[src/rtl/rtc_bus_arbiter.sv]
// Fixed-priority arbiter for the 8-bit multiplexed RTC bus (init > write > read).
// Runs one address phase and one data phase per grant, with all bus outputs registered.
module rtc_bus_arbiter #(
    parameter int unsigned T_PH = 2
) (
    input  logic        clk_i,
    input  logic        rst_i,
    input  logic [2:0]  req_i,
    input  logic [2:0]  req_we_i,
    input  logic [23:0] req_addr_i,
    input  logic [23:0] req_wdata_i,
    output logic [2:0]  grant_o,
    output logic [2:0]  done_o,
    output logic        busy_o,
    output logic [7:0]  rdata_o,
    input  logic [7:0]  bus_in_i,
    output logic [7:0]  bus_out_o,
    output logic        bus_oe_o,
    output logic        cs_n_o,
    output logic        ad_o,
    output logic        wr_n_o,
    output logic        rd_n_o
);

    typedef enum logic [2:0] {
        StIdle,
        StASu,
        StASt,
        StAHd,
        StDSu,
        StDSt,
        StDHd,
        StDone
    } state_e;

    localparam logic [7:0] CntLoad = 8'(T_PH - 1);

    state_e      state_q, state_d;
    logic [7:0]  cnt_q, cnt_d;
    logic        we_q, we_d;
    logic [7:0]  addr_q, addr_d;
    logic [7:0]  wdata_q, wdata_d;
    logic [2:0]  grant_q, grant_d;
    logic [7:0]  rdata_q, rdata_d;
    logic [2:0]  done_q, done_d;
    logic [7:0]  bus_out_q, bus_out_d;
    logic        bus_oe_q, bus_oe_d;
    logic        cs_n_q, cs_n_d;
    logic        ad_q, ad_d;
    logic        wr_n_q, wr_n_d;
    logic        rd_n_q, rd_n_d;

    logic        addr_phase, data_phase;

    // Next state, phase timing and capture of the winning request.
    always_comb begin
        state_d = state_q;
        cnt_d   = cnt_q;
        we_d    = we_q;
        addr_d  = addr_q;
        wdata_d = wdata_q;
        grant_d = grant_q;
        rdata_d = rdata_q;

        unique case (state_q)
            StIdle: begin
                if (req_i[0]) begin
                    state_d = StASu;
                    grant_d = 3'b001;
                    we_d    = req_we_i[0];
                    addr_d  = req_addr_i[7:0];
                    wdata_d = req_wdata_i[7:0];
                end else if (req_i[1]) begin
                    state_d = StASu;
                    grant_d = 3'b010;
                    we_d    = req_we_i[1];
                    addr_d  = req_addr_i[15:8];
                    wdata_d = req_wdata_i[15:8];
                end else if (req_i[2]) begin
                    state_d = StASu;
                    grant_d = 3'b100;
                    we_d    = req_we_i[2];
                    addr_d  = req_addr_i[23:16];
                    wdata_d = req_wdata_i[23:16];
                end
            end
            StASu:  if (cnt_q == 8'd0) state_d = StASt;
            StASt:  if (cnt_q == 8'd0) state_d = StAHd;
            StAHd:  if (cnt_q == 8'd0) state_d = StDSu;
            StDSu:  if (cnt_q == 8'd0) state_d = StDSt;
            StDSt: begin
                if (cnt_q == 8'd0) begin
                    state_d = StDHd;
                    if (!we_q) rdata_d = bus_in_i;
                end
            end
            StDHd:  if (cnt_q == 8'd0) state_d = StDone;
            StDone: state_d = StIdle;
            default: state_d = StIdle;
        endcase

        if (state_d == StIdle) grant_d = 3'b000;

        // Counter reloads on any state change so each timed phase lasts T_PH cycles.
        if (state_d != state_q) begin
            cnt_d = CntLoad;
        end else if (cnt_q != 8'd0) begin
            cnt_d = cnt_q - 8'd1;
        end
    end

    // Bus outputs are derived from the next state so they register in step with it.
    always_comb begin
        addr_phase = (state_d == StASu) || (state_d == StASt) || (state_d == StAHd);
        data_phase = (state_d == StDSu) || (state_d == StDSt) || (state_d == StDHd);

        done_d    = 3'b000;
        bus_out_d = 8'h00;
        bus_oe_d  = 1'b0;
        cs_n_d    = 1'b1;
        ad_d      = 1'b1;
        wr_n_d    = 1'b1;
        rd_n_d    = 1'b1;

        if (addr_phase) begin
            cs_n_d    = 1'b0;
            ad_d      = 1'b0;
            bus_oe_d  = 1'b1;
            bus_out_d = addr_d;
            wr_n_d    = (state_d != StASt);
        end else if (data_phase) begin
            cs_n_d = 1'b0;
            if (we_d) begin
                bus_oe_d  = 1'b1;
                bus_out_d = wdata_d;
                wr_n_d    = (state_d != StDSt);
            end else begin
                rd_n_d = (state_d != StDSt);
            end
        end else if (state_d == StDone) begin
            done_d = grant_d;
        end
    end

    always_ff @(posedge clk_i or posedge rst_i) begin
        if (rst_i) begin
            state_q   <= StIdle;
            cnt_q     <= 8'd0;
            we_q      <= 1'b0;
            addr_q    <= 8'h00;
            wdata_q   <= 8'h00;
            grant_q   <= 3'b000;
            rdata_q   <= 8'h00;
            done_q    <= 3'b000;
            bus_out_q <= 8'h00;
            bus_oe_q  <= 1'b0;
            cs_n_q    <= 1'b1;
            ad_q      <= 1'b1;
            wr_n_q    <= 1'b1;
            rd_n_q    <= 1'b1;
        end else begin
            state_q   <= state_d;
            cnt_q     <= cnt_d;
            we_q      <= we_d;
            addr_q    <= addr_d;
            wdata_q   <= wdata_d;
            grant_q   <= grant_d;
            rdata_q   <= rdata_d;
            done_q    <= done_d;
            bus_out_q <= bus_out_d;
            bus_oe_q  <= bus_oe_d;
            cs_n_q    <= cs_n_d;
            ad_q      <= ad_d;
            wr_n_q    <= wr_n_d;
            rd_n_q    <= rd_n_d;
        end
    end

    assign grant_o   = grant_q;
    assign done_o    = done_q;
    assign busy_o    = (state_q != StIdle);
    assign rdata_o   = rdata_q;
    assign bus_out_o = bus_out_q;
    assign bus_oe_o  = bus_oe_q;
    assign cs_n_o    = cs_n_q;
    assign ad_o      = ad_q;
    assign wr_n_o    = wr_n_q;
    assign rd_n_o    = rd_n_q;

endmodule
[config.mk]
export PLATFORM = sky130hd
export DESIGN_NAME = rtc_bus_arbiter
export DESIGN_NICKNAME = d
export VERILOG_FILES = /design/src/rtl/rtc_bus_arbiter.sv
export SDC_FILE = /design/constraint.sdc
export NUM_CORES = 1
export LEC_CHECK = 0
export ABC_AREA = 1
export BUFFER_PORTS_ARGS = -buffer_cell sky130_fd_sc_hd__buf_2
export CORE_AREA = 2 2 91 93
export CTS_CLUSTER_SIZE = 16
export DETAILED_ROUTE_END_ITERATION = 10
export DIE_AREA = 0 0 93 95
export GPL_TIMING_DRIVEN = 0
export PLACE_DENSITY = 0.65
export SKIP_LAST_GASP = 1
export SYNTH_ARGS = -nofsm -noshare
export SYNTH_HDL_FRONTEND = slang
export SYNTH_SLANG_ARGS = --single-unit
[constraint.sdc]
create_clock -name clk_i -period 2.2 [get_ports clk_i]
set_input_delay 0.11 -clock clk_i [delete_from_list [all_inputs] [get_ports clk_i]]
set_output_delay 0.11 -clock clk_i [all_outputs]
set_load 0.05 [all_outputs]
======== After elaboration in Yosys (flattened, before gate mapping) ========
Cells that the tools add are included.
word-level totals
  bits of input ports ..................... 64
  register bits ........................... 55
  output and inout bits ................... 28
  logic and storage cells ................. 91
cells by class
  mux-type cells .......................... 47
  equal/unequal tests ..................... 17
  add/sub/neg operators ................... 1
  reductions and logical operators ........ 11
  bitwise gates (word level) .............. 1
operators with widths
  kind                                                  count
  two-way mux 8 bit                                     13
  two-way mux 3 bit                                     17
  equality test 3 bit (second input constant)           8
  one-hot mux 3 bit (8 select lines)                    1
  two-way mux 1 bit                                     16
  equality test 3 x 2 -> 1 bit (second input constant)  4
  zero test 8 bit                                       1
  nonzero test 8 bit                                    1
  subtractor 8 x 1 -> 8 bit (second input constant)     1
  equality test 3 x 1 -> 1 bit (second input constant)  2
  zero test 3 bit                                       2
  logical OR 1 bit                                      4
  != test 3 x 2 -> 1 bit (second input constant)        1
  != test 3 bit                                         1
  != test 3 bit (second input constant)                 1
  AND reduction 3 bit                                   1
  nonzero test 3 bit                                    1
  nonzero test 2 bit                                    1
  NOT 1 bit                                             1

======== Depth between registers and ports, before layout ========
Gate-level depths: netlist of the first run.
  depth after elaboration ................. 9
  gate-level depth with buffers ........... 13
  depth with buffers taken out ............ 13

======== Worst setup path before layout of the first run ========
Ideal clock, no wire load.
  kind .................................... register to register
  start ................................... register state_q[1]
  end ..................................... register bus_out_q[2], in the netlist bus_out_o[2]
  cell stages (with the launch flop) ...... 8
  data arrival time ....................... 1,513 ps
  path buffers ............................ 1
  library setup time ...................... 117 ps
  path slack .............................. 570 ps
  cells stage by stage .................... dfrtp_1 buf_6 nor3_4 inv_1 o21ai_0 nor2_1 nand3_2 nand2_1
on the way
  cells in the longest elaborated chain, start to end .. 9
  elaborated cells between the ends (all ways) .. 34
RTL lines
  item                                line  text
  start, declared                     38    state_e state_q, state_d;
  start signal, assigned              147   state_q <= StIdle;
  start signal, assigned              162   state_q <= state_d;
  two-way mux 3 bit                   79    end else if (req_i[2]) begin
  two-way mux 3 bit                   73    end else if (req_i[1]) begin
  two-way mux 3 bit                   67    if (req_i[0]) begin
  one-hot mux 3 bit (8 select lines)  65    unique case (state_q)
  equality test 3 bit                 115   data_phase = (state_d == StDSu) || (state_d == StDSt) || (state_d == StDHd);
  logical OR 1 bit (2 in series)      115
  two-way mux 8 bit                   131   end else if (data_phase) begin
  two-way mux 8 bit *                 125   if (addr_phase) begin
  named net bus_out_d[2]              46    logic [7:0] bus_out_q, bus_out_d;
  end signal, assigned                170   bus_out_q <= bus_out_d;
  end, declared                       46
Mark *: on every way through the listed nets, which the timed path passes. The rest lies on a longest branch.
A chain may end at the register's enable or synchronous reset.

======== Worst setup path in the final report of the first run ========
  start ................................... register cnt_q[0]
  end ..................................... register bus_out_q[5], in the netlist bus_out_o[5]
on the way
  cells in the longest elaborated chain, start to end .. 8
  elaborated cells between the ends (all ways) .. 20
RTL lines
  item                                             line  text
  start, declared                                  39    logic [7:0] cnt_q, cnt_d;
  start signal, assigned                           163   cnt_q <= cnt_d;
  zero test 8 bit *                                -
  two-way mux 3 bit, or another cell as far along  97    StDHd: if (cnt_q == 8'd0) state_d = StDone;
  one-hot mux 3 bit (8 select lines) *             65
  equality test 3 bit                              115
  logical OR 1 bit (2 in series)                   115
  two-way mux 8 bit                                131
  two-way mux 8 bit *                              125
  named net bus_out_d[5]                           46
Marked as above.

==> results of run 1 <==
[flip-flops by register name, indices dropped and copies added, names as in the netlist]
signal,cells
cnt_q,8
state_q,3
rd_n_o,1
addr_q,8
we_q,1
rdata_o,8
done_o,3
wdata_q,8
ad_o,1
bus_out_o,8
wr_n_o,1
cs_n_o,1
bus_oe_o,1
grant_o,3
[layout make-up]
class	count	share of cell area
Multi-Input combinational cell	262	0.361
Sequential cell	55	0.356
Timing Repair Buffer	101	0.146
Inverter	51	0.0500
Tap cell	105	0.0338
Buffer	16	0.0297
Clock buffer	5	0.0177
Clock inverter	3	0.00580
[critical path, cell delays in order, from the launching register on]
cell and delay, ns:
dfrtp_1 0.38, inv_1 0.09, ha_1 0.19, nand2_1 0.06
nor2_1 0.08, nand2_1 0.12, nand3_1 0.10, nand2_1 0.06
nor2_2 0.19, nand3_2 0.24, nand3_1 0.15, nand2_1 0.07
[worst min path at each step]
stage	end	slack (ns)	depth (start not counted)
finish	addr_q[2]$_DFF_PP0_	0.18	5
global route	addr_q[5]$_DFF_PP0_	0.20	5
CTS	addr_q[2]$_DFF_PP0_	0.17	5
detailed placement	rdata_o[5]$_DFFE_PP0P_	0.23	2
global placement	rdata_o[4]$_DFFE_PP0P_	0.31	3
floorplan	rdata_o[0]$_DFFE_PP0P_	0.23	2
[where the power goes]
part | internal (W) | switching, W
Clock | 0.000229 | 0.000339
Combinational | 0.000832 | 0.00192
Sequential | 0.00141 | 0.000178
Total | 0.00247 | 0.00243
[cell families (layout without fill, tap and decap cells)]
logic type | after synthesis | count (layout) | synth area share
adders and majority gates | 1 | 1 | 0.00404
xor gates and xnor gates | 3 | 3 | 0.0109
muxes | 8 | 8 | 0.0259
and+or+nand+nor | 206 | 206 | 0.328
DFF | 55 | 55 | 0.447
AOI/OAI and AO/OA | 44 | 44 | 0.0841
buffers and inverters | 67 | 176 | 0.0999
[metrics by stage]
stage	util	cells	hold WS (ns)
after global placement	0.464	580	0.312
after global routing	0.490	598	0.196
after CTS	0.490	598	0.171
after detailed placement	0.467	581	0.226
final	0.490	598	0.177
after floorplan	-	384	0.228
[layer usage]
metal,share of wire,global-route usage
met3,0.050,0.0327
met1,0.45,0.235
met4,0.0092,0.0441
met2,0.49,0.325
met5,0,0
[Yosys cell counts (2+ instances only)]
cell / instances
dfstp_2: 4
buf_4: 4
nor2_1: 28
o21ai_0: 27
nand4_2: 2
o21ai_1: 2
nor3_1: 4
inv_1: 42
nor2_2: 6
nand3_2: 12
a22oi_1: 4
xor2_1: 2
mux2i_1: 8
nand2_1: 109
inv_2: 8
nand4_1: 8
a21oi_1: 5
buf_6: 4
nand3_1: 28
nand2_2: 2
nor3_4: 3
buf_2: 7
dfrtp_1: 51
[timing repair]
item | in CTS | in global routing
hold buffers | 9 | 0
hold endpoints to repair | 33 | 0
resized for setup | 0 | 0
==> results.cfg, run 1 <==
[clocking]
ctsHtreeMaxLevel = 2
cts-root-buf = clkbuf_8
clkLatencyLatePin_ns = 0.31
cts_buffer_depth = 2
cts.sinks = 55
post_cts_buffers = 0
clk_pin_slew_ns = 0.10
cts_tree = built
cts_buffers = 5

[yosys]
synthFlopType = dfrtp_1
ys_ff_latch = 55
synth_nets = 449
synth_edf_count = 0
synth_area_leader_cell = dfrtp_1
yosys-top-cells-area = dfrtp_1, nand2_1, inv_1
synth_area_per_cell_um2 = 8.05
synth.top_cell.area_share = 0.413
netlist_instances = 384
yosysSeqAreaShare = 0.447
yosysWarnings = 0
synthArstFlopShare = 1.00
ys_types = 37
syn_area_mm2 = 0.00309

[floorplan]
die_area_mm2 = 0.00884
io_pins = 92
design.core.area_mm2 = 0.00793
start_util = 0.390
die_w_um = 93
row_count = 33
fp.dieH_um = 95

[detailed_routing]
firstDrtPassIters = 4
drc = 0
drtIter0Drc = 88
via_per_inst = 4.70
wl_um = 7690
avgRoutedWirePerCell_um = 12.9
ant_nets = 0
vias = 2811

[sta]
skew_ns = 0.00843
max_slew_margin = 0.612
finalCritPeriodShare = 0.835
fin_setup_tns_ns = 0
drv_slew = 0
clock.fmax_ghz = 0.545
worst_pin_slew_ns = 0.581
setup_violations = 0
rsz0062_at_grt = no
setup_ws_ns = 0.364
hold_viol = 0
fin_crit_ns = 1.84

[critical_path]
path_class = flop to flop
required_ns = 2.41
endpoint = bus_out_o[5]$_DFF_PP0_
critPathCaptureType = flop
rr_worst_depth = 11
reg2reg_to = bus_out_o[5]$_DFF_PP0_
r2r_slack_ns = 0.36
cp-start-kind = flop
cp-startpoint = cnt_q[0]$_DFFE_PP0P_
path_max_fanout = 9
crit_arrival_ns = 2.05
r2r-start = cnt_q[0]$_DFFE_PP0P_

[flow_run]
cap_violations = 0

[grt]
grt_pass1_wl_um = 13000
grt.overflow.total = 0
grt_max_degree = 30
grt_pass1_vias = 2769
antenna_found_initial = 0
track_usage = 0.184

[cells_and_area]
nNetsFinal = 557
seq_area_mm2 = 0.00138
stdcell_area_mm2 = 0.00388
diodes = 0
nFillCells = 780
layout_common_cells = nand2_1, buf_2, dfrtp_1
syn_to_final_growth_pct = 25.5
layout_commonest_cell = nand2_1
drive_above_1_share = 0.331
multi_input_area_mm2 = 0.00140

[placement]
gp_congestion = 0.789
place_ws_ns = 0.357
portBuffers = 91
placed_cell_area_mm2 = 0.00370
hpwlAfterDp_um = 5720

[pwr]
power_density_mw_per_mm2 = 1260
leakage_nw = 2.08
ir_worst_vdd_mv = 0.579
finalPower_w = 0.00490

[min_path]
hp-start = req_addr_i[2]
min_path_type = primary input to flop

[status]
status = complete, no violations
(Power assumes the default switching activity.)
==> run 2, diff against run 1 <==
PLACE_DENSITY = 0.67   (was 0.65)
clock period = 1.5 ns   (was 2.2 ns; I/O delays follow)
==> run 2 against run 1 <==
Compared with the run above:
- the run now ends with setup timing left
- largest power group unchanged
- clock power up 78%
- combinational power grew 100%
- die area unchanged
- via count up 6.4%
==> results.cfg, run 2 (same netlist as run 1, synthesis figures left out) <==
[cells_and_area]
layout_commonest_cell = nand2_1
drive_above_1_share = 0.403
nNetsFinal = 578
syn_to_final_growth_pct = 39.6
layout_common_cells = nand2_1, buf_2, dfrtp_1
finalCoreUtilization = 0.545
nFillCells = 740
diodes = 0

[pwr]
p_int_w = 0.00473
finalPower_w = 0.00890
ir_worst_vdd_mv = 1.13
power_density_mw_per_mm2 = 2060
power_frac_comb = 0.622
p_clk_frac = 0.114
leakage_nw = 2.24
sw_frac_of_total = 0.469
switchingPower_w = 0.00417
seqPwrFrac = 0.264

[critical_path]
cp-start-kind = flop
critPathCaptureType = flop
path_cells = buf_4, inv_4, nor2_1, nand2_1, nor2_4, nor2_4, nand2_4, nand2_4, buf_12, buf_16, nand3_2, nand2_1
path_class = flop to flop
cpPeakStageDelay_ns = 0.33
crit_arrival_ns = 1.93
path_max_fanout = 10
slowest_stage = dfrtp_1
required_ns = 1.71

[floorplan]
design.core.area_mm2 = 0.00793
die_area_mm2 = 0.00884
start_util = 0.390
die_w_um = 93
fp.dieH_um = 95
io_pins = 92
row_count = 33

[sta]
setup_ws_ns = -0.222
fin_setup_tns_ns = -4.49
clock.fmax_ghz = 0.581
hold_viol = 0
worst_pin_slew_ns = 0.319
rsz0062_at_grt = yes
skew_ns = 0.0120
drv_slew = 0
setup_violations = 33
finalCritPeriodShare = 1.15
fin_crit_ns = 1.72
max_slew_margin = 0.787

[clocking]
ctsHtreeMaxLevel = 2
cts-root-buf = clkbuf_8
clk_pin_slew_ns = 0.10
cts.sinks = 55
cts_buffer_depth = 2
cts_buffers = 5
clkLatencyLatePin_ns = 0.32
cts_tree = built

[detailed_routing]
via_per_inst = 4.83
drc = 0
vias = 2992
ant_nets = 0
wl_um = 8610
firstDrtPassIters = 4
avgRoutedWirePerCell_um = 13.9
drtIter0Drc = 114

[placement]
gp_congestion = 0.828
portBuffers = 91
place_ws_ns = -0.230
hpwlAfterDp_um = 5730

[status]
status = finished, violations left
violations = setup timing

[flow_run]
cap_violations = 0

[grt]
grt_pass1_vias = 2811
grt_max_degree = 44
track_usage = 0.194
grt.overflow.total = 0
grt_pass1_wl_um = 13500
antenna_found_initial = 0

[min_path]
min_path_type = primary input to flop
==> run 2: cell types whose count changed in the layout (fill, tap and decap cells not counted), sizes merged <==
| cell | delta |
|---|---|
| o21ai | +1 |
| clkinv | -2 |
| buf | +20 |
| clkbuf | +1 |
| bufinv | +1 |
==> run 2: timing repair <==
item,4_1_cts,5_1_grt
setup endpoints to repair,37,52
pin swaps,8,8
setup buffers,14,5
resized for setup,22,33
hold endpoints to repair,20,0
hold buffers,9,0
cloned,2,0
==> run 2: worst paths after layout <==
| kind | startpoint | end | slack (ns) | cells past startpoint |
|---|---|---|---|---|
| max | state_q[0]$_DFF_PP0_ | bus_out_o[6]$_DFF_PP0_ | -0.22 | 12 |
| min | req_wdata_i[1] | wdata_q[1]$_DFF_PP0_ | 0.10 | 5 |
| max reg2reg | state_q[0]$_DFF_PP0_ | bus_out_o[6]$_DFF_PP0_ | -0.22 | 12 |
| min reg2reg | rdata_o[7]$_DFFE_PP0P_ | rdata_o[7]$_DFFE_PP0P_ | 0.50 | 2 |
| max in group asynchronous | rst_i | rd_n_o$_DFF_PP1_ | 0.66 | 4 |
| min in group asynchronous | rst_i | cnt_q[7]$_DFFE_PP0P_ | 0.26 | 3 |
==> run 2: power groups by stage <==
stage | Sequential (W) | Combinational, W | Clock (W)
2_1_floorplan | 0.00303 | 0.00254 | 0
3_3_place_gp | 0.00233 | 0.00407 | 0
3_5_place_dp | 0.00234 | 0.00415 | 0
4_1_cts | 0.00232 | 0.00515 | 0.00103
5_1_grt | 0.00242 | 0.00600 | 0.00109
6_report | 0.00235 | 0.00553 | 0.00101
==> run 2: metrics by stage <==
stage                     hold slack (ns)  cell area, um^2  cells
after floorplan                     0.193             3130    384
after global placement              0.277             3710    580
after detailed placement           0.0497             3730    581
after CTS                           0.123             4180    614
after global routing                0.112             4320    619
final                               0.102             4320    619
==> run 2: worst max-delay path, delay by kind of cell (launching register included) <==
kind | cells | cell delay, ns
simple gates | 8 | 0.72
buf+inv | 4 | 0.54
flops | 1 | 0.33
==> run 2: metal layers <==
| layer | track usage | vias to the layer above | share of wire |
|---|---|---|---|
| met5 | 0 | - | 0 |
| met4 | 0.0515 | 0 | 0.012 |
| met3 | 0.0327 | 10 | 0.072 |
| li1 | - | 1483 | - |
| met2 | 0.341 | 105 | 0.51 |
| met1 | 0.249 | 1394 | 0.41 |
==> run 2: final cells by class <==
cell class	instances	area, um^2	area share
Tap cell	105	131	0.0304
Inverter	51	201	0.0466
Clock inverter	2	38.8	0.00898
Multi-Input combinational cell	263	1580	0.366
Buffer	16	131	0.0304
Timing Repair Buffer	121	782	0.181
Sequential cell	55	1380	0.320
Clock buffer	6	72.6	0.0168
==> run 3, diff against run 2 <==
==> constraint.sdc (replaced) <==
create_clock -name clk_i -period 1.5 [get_ports clk_i]
set_input_delay 0.075 -clock clk_i [delete_from_list [all_inputs] [get_ports clk_i]]
set_output_delay 0.075 -clock clk_i [all_outputs]
set_load 0.02 [all_outputs]
==> run 3 against run 2 <==
Compared with the run above:
- the run still ends with setup timing left
- final cell count rose by 1.1%
- die area unchanged
- final area increased by 1.9%
- setup slack improved by 0.0077 ns
- register-to-register slack about the same
- clock skew fell by 0.0023 ns
- via count is 1.5% higher
- wire length grew 3.2%
- sequential cell count unchanged
- critical path type unchanged
- critical endpoint is now bus_oe_o$_DFF_PP0_
==> results.cfg, run 3 (same netlist as run 1, synthesis figures left out) <==
[placement]
placed_cell_area_mm2 = 0.00373
hpwlAfterDp_um = 5890
gp_congestion = 0.807
portBuffers = 91

[critical_path]
cpPeakStageDelay_ns = 0.39
path_max_fanout = 5
path_common_cell = nor2_4
slowest_stage = dfrtp_1
required_ns = 1.70
path_cells = inv_2, ha_4, nand3_4, nor2_4, buf_6, nor2_4, nor2_2, nor2_4, nand2_4, nand2_4, buf_8, nand3_2, nand2_1
crit_arrival_ns = 1.92
path_class = flop to flop
cp-start-kind = flop
crit_buf_inv = 3
critPathCaptureType = flop
path_delay_family = simple AND/OR/NAND/NOR gates

[sta]
hold_viol = 0
clock.fmax_ghz = 0.583
max_slew_margin = 0.622
drv_slew = 0
worst_pin_slew_ns = 0.567
fin_crit_ns = 1.71
setup_violations = 29
fin_setup_tns_ns = -3.76
setup_ws_ns = -0.214
rsz0062_at_grt = yes
skew_ns = 0.00970
finalCritPeriodShare = 1.14

[clocking]
cts_buffers = 5
clk_pin_slew_ns = 0.10
ctsHtreeMaxLevel = 2
cts_tree = built
cts.sinks = 55
cts-root-buf = clkbuf_8
cts_buffer_depth = 2
clkLatencyLatePin_ns = 0.31

[floorplan]
row_count = 33
design.core.area_mm2 = 0.00793
io_pins = 92
start_util = 0.390
fp.dieH_um = 95
die_w_um = 93
die_area_mm2 = 0.00884

[grt]
grt_max_degree = 31
grt_pass1_wl_um = 14000
grt.overflow.total = 0
grt_pass1_vias = 2922
antenna_found_initial = 0
track_usage = 0.201

[detailed_routing]
drc = 0
firstDrtPassIters = 4
avgRoutedWirePerCell_um = 14.2
drtIter0Drc = 182
ant_nets = 0
via_per_inst = 4.85
wl_um = 8890
vias = 3038

[cells_and_area]
stdcell_area_mm2 = 0.00440
diodes = 0
nNetsFinal = 585
syn_to_final_growth_pct = 42.3
layout_commonest_cell = nand2_1
layout_common_cells = nand2_1, buf_2, dfrtp_1
drive_above_1_share = 0.415

[pwr]
sw_frac_of_total = 0.450
power_density_mw_per_mm2 = 1900
ir_worst_vdd_mv = 0.944
p_clk_frac = 0.098
leakage_nw = 2.26
power_frac_comb = 0.623
switchingPower_w = 0.00377
p_int_w = 0.00461
seqPwrFrac = 0.279

[min_path]
min_path_type = primary input to flop

[status]
violations = setup timing
status = finished, violations left

[flow_run]
cap_violations = 0
run 3: through the flow:
step                utilization  total power, W  setup WS, ns  hold slack, ns  cells
CTS                       0.536         0.00790        -0.211           0.138    623
detailed placement        0.471         0.00602        -0.250           0.167    581
finish                    0.555         0.00838        -0.214           0.112    626
global placement          0.468         0.00592        -0.608           0.275    580
floorplan                     -         0.00510      -0.00336           0.193    384
global route              0.555         0.00899        -0.312           0.154    626
run 3: per-layer routing:
| metal | global-route usage | vias to the layer above | part of all wire |
|---|---|---|---|
| li1 | - | 1505 | - |
| met3 | 0.0295 | 11 | 0.053 |
| met4 | 0.0490 | 0 | 0.011 |
| met1 | 0.254 | 1412 | 0.42 |
| met2 | 0.364 | 110 | 0.52 |
| met5 | 0 | - | 0 |
run 3: tightest hold or removal path, cell delays in order:
cell     delay, ns
buf_2         0.07
nand2_1       0.04
nand4_1       0.08
o21ai_1       0.08
inv_1         0.05
run 3: timing repair:
action / in CTS / in global routing
pin swaps: 9 / 13
setup endpoints to repair: 37 / 54
hold buffers: 9 / 0
setup buffers: 22 / 5
gates cloned: 3 / 1
hold endpoints to repair: 32 / 0
resized for setup: 31 / 39
run 3: path summary, 6_finish.rpt:
| path | startpoint | endpoint | slack [ns] | depth (start not counted) |
|---|---|---|---|---|
| setup / recovery | cnt_q[1]$_DFFE_PP0P_ | bus_oe_o$_DFF_PP0_ | -0.21 | 13 |
| hold reg to reg | rdata_o[1]$_DFFE_PP0P_ | rdata_o[1]$_DFFE_PP0P_ | 0.50 | 2 |
| max in group asynchronous | rst_i | rd_n_o$_DFF_PP1_ | 0.51 | 4 |
| min in group asynchronous | rst_i | rdata_o[5]$_DFFE_PP0P_ | 0.37 | 3 |
| setup reg to reg | cnt_q[1]$_DFFE_PP0P_ | bus_oe_o$_DFF_PP0_ | -0.21 | 13 |
| hold / removal | req_wdata_i[4] | wdata_q[4]$_DFF_PP0_ | 0.11 | 5 |
run 3: cell type report:
type / count / area (um^2)
flip-flops and latches: 55 / 1380
fillers: 715 / 3530
clock buffers: 7 / 76.3
inverters: 51 / 200
clock inverters: 1 / 7.51
multi-input cells: 263 / 1610
repair buffers: 130 / 871
well taps: 105 / 131
plain buffers: 14 / 125
run 3: power groups by stage:
stage / Clock (W) / Sequential (W) / Combinational [W]
floorplan: 0 / 0.00257 / 0.00252
global placement: 0 / 0.00233 / 0.00359
detailed placement: 0 / 0.00234 / 0.00368
CTS: 0.000820 / 0.00232 / 0.00476
global route: 0.000891 / 0.00241 / 0.00569
finish: 0.000818 / 0.00234 / 0.00522
